File: src/rtl/hall_sequence_generator.sv
// Hall sensor code generator: walks the six legal hall states at a programmable rate or on demand,
// in either direction, with a signed position count and an optional forced 3'b111 fault code.
module hall_sequence_generator #(
  parameter int CNT_W = 16,
  parameter int POS_W = 16
) (
  input  logic             clk,
  input  logic             rst,
  input  logic             enable,
  input  logic             dir,
  input  logic [CNT_W-1:0] step_period,
  input  logic             step_req,
  input  logic             fault_inject,
  output logic [2:0]       hall,
  output logic             step_strobe,
  output logic [POS_W-1:0] position
);

  localparam logic [CNT_W-1:0] CNT_ONE = CNT_W'(1);
  localparam logic [POS_W-1:0] POS_ONE = POS_W'(1);
  localparam logic [2:0]       IDX_LAST = 3'd5;

  logic [2:0]       idx_q, idx_d;
  logic [CNT_W-1:0] cnt_q, cnt_d;
  logic [2:0]       hall_q, hall_d;
  logic             step_strobe_q, step_strobe_d;
  logic [POS_W-1:0] position_q, position_d;
  logic             step;
  logic [CNT_W-1:0] last_cnt;

  function automatic logic [2:0] code_of(input logic [2:0] idx);
    case (idx)
      3'd0:    code_of = 3'b101;
      3'd1:    code_of = 3'b100;
      3'd2:    code_of = 3'b110;
      3'd3:    code_of = 3'b010;
      3'd4:    code_of = 3'b011;
      3'd5:    code_of = 3'b001;
      default: code_of = 3'b101;
    endcase
  endfunction

  // State register
  always_ff @(posedge clk) begin
    if (rst) begin
      idx_q         <= 3'd0;
      cnt_q         <= '0;
      hall_q        <= 3'b101;
      step_strobe_q <= 1'b0;
      position_q    <= '0;
    end else begin
      idx_q         <= idx_d;
      cnt_q         <= cnt_d;
      hall_q        <= hall_d;
      step_strobe_q <= step_strobe_d;
      position_q    <= position_d;
    end
  end

  // Period is compared live, so lowering it below the running count steps on the next enabled cycle.
  assign last_cnt = step_period - CNT_ONE;

  // Next-state logic: step decision, timer, index and position
  always_comb begin
    step       = 1'b0;
    cnt_d      = cnt_q;
    idx_d      = idx_q;
    position_d = position_q;

    if (step_period == '0) begin
      cnt_d = '0;
      step  = enable & step_req;
    end else if (enable) begin
      if (cnt_q >= last_cnt) begin
        cnt_d = '0;
        step  = 1'b1;
      end else begin
        cnt_d = cnt_q + CNT_ONE;
      end
    end

    if (step) begin
      if (dir) begin
        idx_d      = (idx_q == 3'd0) ? IDX_LAST : idx_q - 3'd1;
        position_d = position_q - POS_ONE;
      end else begin
        idx_d      = (idx_q == IDX_LAST) ? 3'd0 : idx_q + 3'd1;
        position_d = position_q + POS_ONE;
      end
    end
  end

  // Output logic: the fault code masks the hall lines only, the sequence keeps running underneath
  always_comb begin
    hall_d        = fault_inject ? 3'b111 : code_of(idx_d);
    step_strobe_d = step;
  end

  assign hall        = hall_q;
  assign step_strobe = step_strobe_q;
  assign position    = position_q;

endmodule

File: config.mk
export PLATFORM = sky130hd
export DESIGN_NAME = hall_sequence_generator
export DESIGN_NICKNAME = d
export VERILOG_FILES = /design/src/rtl/hall_sequence_generator.sv
export SDC_FILE = /design/constraint.sdc
export NUM_CORES = 1
export LEC_CHECK = 0
export BUFFER_PORTS_ARGS = -buffer_cell sky130_fd_sc_hd__buf_2
export CAP_MARGIN = 30
export CORE_AREA = 2 2 84 86
export DETAILED_ROUTE_END_ITERATION = 10
export DIE_AREA = 0 0 86 88
export SLEW_MARGIN = 20
export SYNTH_ARGS = -nofsm -noshare
export SYNTH_HDL_FRONTEND = slang
export SYNTH_SLANG_ARGS = --single-unit
File: constraint.sdc
create_clock -name clk -period 7.6 [get_ports clk]
set_input_delay 1.14 -clock clk [delete_from_list [all_inputs] [get_ports clk]]
set_output_delay 1.14 -clock clk [all_outputs]
set_load 0.005 [all_outputs]
==> summary.md <==
The cell area after technology mapping came out at 2920 sq um. The share of power burned in registers was 0.499; the total count of max-transition violations in the final report was 0. The share of Yosys cell area claimed by the top area cell type is 0.268, and the number of setup violations in the final report is 0. Port buffering added 41 buffers.

The initial core utilization was 0.439; the part of the cycle the worst path needs was 0.581. The total power draw is 0.420 mW, and the per-cell via count in the routed design is 5.26. Critical path's slowest cell: o221a_4. The number of cells in the finished layout apart from fillers came out at 463.

Sequential fraction of the synthesis area: 0.268. Timing would allow up to 226 MHz. The post-synthesis to final-layout area growth was 11.4%.

The number of remaining DRC errors is 0. Chip width: 86 microns. After synthesis, the netlist uses 58 different library cells. The core box area is 6640 sq um. TritonCTS built the clock tree.

The first global-routing pass estimated 10.1 mm of wire. In this run the worst hold path is classified as reg2reg. The vias after detailed routing came out at 2436. For the total routing usage reported by global routing, the log shows 0.164. The total of cells resized after clock tree synthesis is 0, and the instance count after placement with tap cells included is 455. For the remaining max-slew budget at the tightest pin, the log shows 0.607. The async set or reset register ratio after synthesis is 0.

After clock tree synthesis, the clock-pin slew on the worst setup and hold paths is 0.07 ns. The post-layout net count was 438. The number of clock buffers added by TritonCTS is 5. After clock tree synthesis, the flow added hold-fix buffers numbering 0. The largest fanout on the critical path came out at 26. Summing all non-filler instances in the final layout gives an area of 3250 sq um. The cell-internal power is 0.313 mW, and the maximum number of pins on one net before global-route repair is 27. The cell count after synthesis came out at 344.

The largest stage delay on the critical path is 0.60 ns. The signal on the critical path passes through buf_2, nor3_2, nand3_1, nor3_1, nand2_1, nor3_1, xnor2_1, ha_1, nand3_1, o41ai_1, o221a_4, nand2_1, mux2i_1, mux2_2. The top-level port count is 42, and the average cell area after synthesis is 8.48 sq um.

In the final layout, the multi-input gates occupy 2000 sq um. The share of post-route cells with drive strength above 1 was 0.151. Clock skew on the completed layout was measured at 0.0124 ns. The prevailing post-synth register cell was dfxtp_1. The power per unit of standard cell area is 129 nW/um^2, and the number of search-and-repair iterations in the first detailed-routing pass is 4.

The critical path class is in2reg. From bottom edge to top edge, the die measures 88 microns. The run gives 781 sq um as the total area of sequential cells.

Clock tree synthesis selected as its root buffer the cell clkbuf_8. STA classifies the critical path endpoint as a register. After the first detailed-routing iteration, the DRC count stood at 60. Number of synthesized register bits: 39. The portion of total power attributed to combinational logic was 0.131; the fraction of power consumed by the clock network was 0.370. Number of global-route vias before repair: 2275. The congestion estimate from routability-driven global placement came to 0.845.

For the worst setup path, the data arrival time is 4.59 ns. Fill cells in the final layout number 669. After detailed routing, the average wire length per cell comes to 12.6 microns. The number of flops mapped to enable cells by yosys is 0. The switching power came out at 0.108 mW. Yosys attributes the largest share of cell area to dfxtp_1 (27%), ha_1 (14%), nor2_1 (6.3%). 0 antenna diodes ended up in the layout.

Setup repair after global routing left no endpoint under its margin. The most common cell in the synthesized netlist is nor2_1. The worst setup path is launched from an input pin. The worst ir drop on vdd is 0.0000703 V. The run finished with clean final reports. The clock reaches the later pin of the worst-skew pair after 0.29 ns. CTS built an H-tree with a depth of 2. The final count of hold timing violations is 0, and the number of standard-cell rows in the floorplan is 30. The transition time of the tightest slew-check pin came out at 0.588 ns.

Cell type contributing the most total cell area after synthesis: dfxtp_1. The analysis attributes to cell leakage a power of 1.43 nW. The logs give 0.489 for the core utilization of the finished layout and 3150 sq um for the cell area after placement. Global routing finished with a remaining overflow of 0.

The switching share of power was 0.256. The tools report the sum of net half-perimeters after detailed placement as 4.59 mm. The number of nets in the synthesized netlist is 400. For this block, the routed nets add up to 5.85 mm of wire. Worst endpoint required time: 7.78 ns. The smallest clock period supported by the final layout is computed as 4.42 ns. Adding up every negative setup slack in the final design gives 0 ns.

The number of antenna violations at the first check in global routing was 0. The floorplan die area was 7570 sq um; the buffer depth of the longest clock path was 2. In this run the remaining antenna-violating nets after routing total 0. By count the netlist is led by nor2_1 (49), dfxtp_1 (39), ha_1 (33), nand2_1 (27), xnor2_1 (20). The tools report the warning count from the yosys run as 0.

Counting every sink on the clock net gives 39. Max-cap violations in this run came to 0. Post-CTS timing repair inserted 0 buffers for setup.
cell usage in the layout (no fill, tap or decap), types with 3 or more instances in the layout:
master    count
o21a_1        4
dfxtp_1      39
mux2i_1      13
xnor2_1      20
nand4_1       8
o21bai_1      3
inv_1        16
a211o_1       3
nor2_1       49
nand2_1      27
ha_1         33
a21oi_1      16
nor3_1       10
a21o_1        4
nor2b_1       5
clkbuf_8      7
xor2_1       19
nand3_1       9
and3_1        5
buf_2        41
o21ai_0       8
critical path, delay by kind of cell:
kind / cells / cell delay, ns
AND/OR/NAND/NOR: 7 / 1.27
adder cells (fa/ha/maj): 1 / 0.30
buffers and inverters: 1 / 0.12
multiplexers: 2 / 0.50
XOR/XNOR: 1 / 0.10
AO/OA/AOI/OAI: 2 / 1.14
metrics by stage:
step | hold WS (ns) | worst slack (ns)
after global routing | 0.558 | 2.81
after detailed placement | 0.507 | 2.86
after floorplan | 0.479 | 3.52
after CTS | 0.531 | 3.16
final | 0.525 | 3.18
after global placement | 0.502 | 2.94
flip-flops by register name (all words and copies together) (netlist names):
name,count
hall,3
cnt_q,16
step_strobe,1
idx_q,3
position,16
power by group through the flow:
stage | Sequential, mW | Combinational (mW) | Clock [mW]
2_1_floorplan | 0.214 | 0.0365 | 0
3_3_place_gp | 0.215 | 0.0546 | 0
3_5_place_dp | 0.214 | 0.0556 | 0
4_1_cts | 0.210 | 0.0558 | 0.162
5_1_grt | 0.210 | 0.0630 | 0.169
6_report | 0.210 | 0.0552 | 0.156
per-layer routing:
layer / share of wire / GRT usage / up-vias
li1: - / - / 1286
met1: 0.49 / 0.213 / 1101
met2: 0.47 / 0.276 / 42
met3: 0.030 / 0.0273 / 7
met4: 0.015 / 0.0577 / 0
met5: 0 / 0 / -
logic make-up (layout without fill, tap and decap cells):
family | count (synthesis) | in the layout | synth area share
AO/OA/AOI/OAI | 60 | 60 | 0.153
buffers and inverters | 26 | 65 | 0.0459
flip-flops | 39 | 39 | 0.268
multiplexers | 14 | 14 | 0.0485
adder cells (fa/ha/maj) | 34 | 34 | 0.148
XOR/XNOR | 40 | 40 | 0.123
AND/OR/NAND/NOR | 131 | 131 | 0.214
cell type report:
cell class / instances / share of cell area
Timing Repair Buffer: 41 / 0.0631
Sequential cell: 39 / 0.240
Clock buffer: 8 / 0.0308
Tap cell: 80 / 0.0308
Inverter: 16 / 0.0185
Multi-Input combinational cell: 279 / 0.616
worst paths after layout:
check	startpoint	depth (start not counted)	slack [ns]	endpoint
worst max register to register	cnt_q[0]$_SDFFE_PP0P_	10	4.68	position[15]$_SDFFE_PP0N_
worst max-delay path	step_period[4]	14	3.18	position[15]$_SDFFE_PP0N_
worst min register to register	position[14]$_SDFFE_PP0N_	2	0.52	position[14]$_SDFFE_PP0N_
worst min-delay path	position[14]$_SDFFE_PP0N_	2	0.52	position[14]$_SDFFE_PP0N_
No activity file was read; power rests on OpenSTA's default activity.
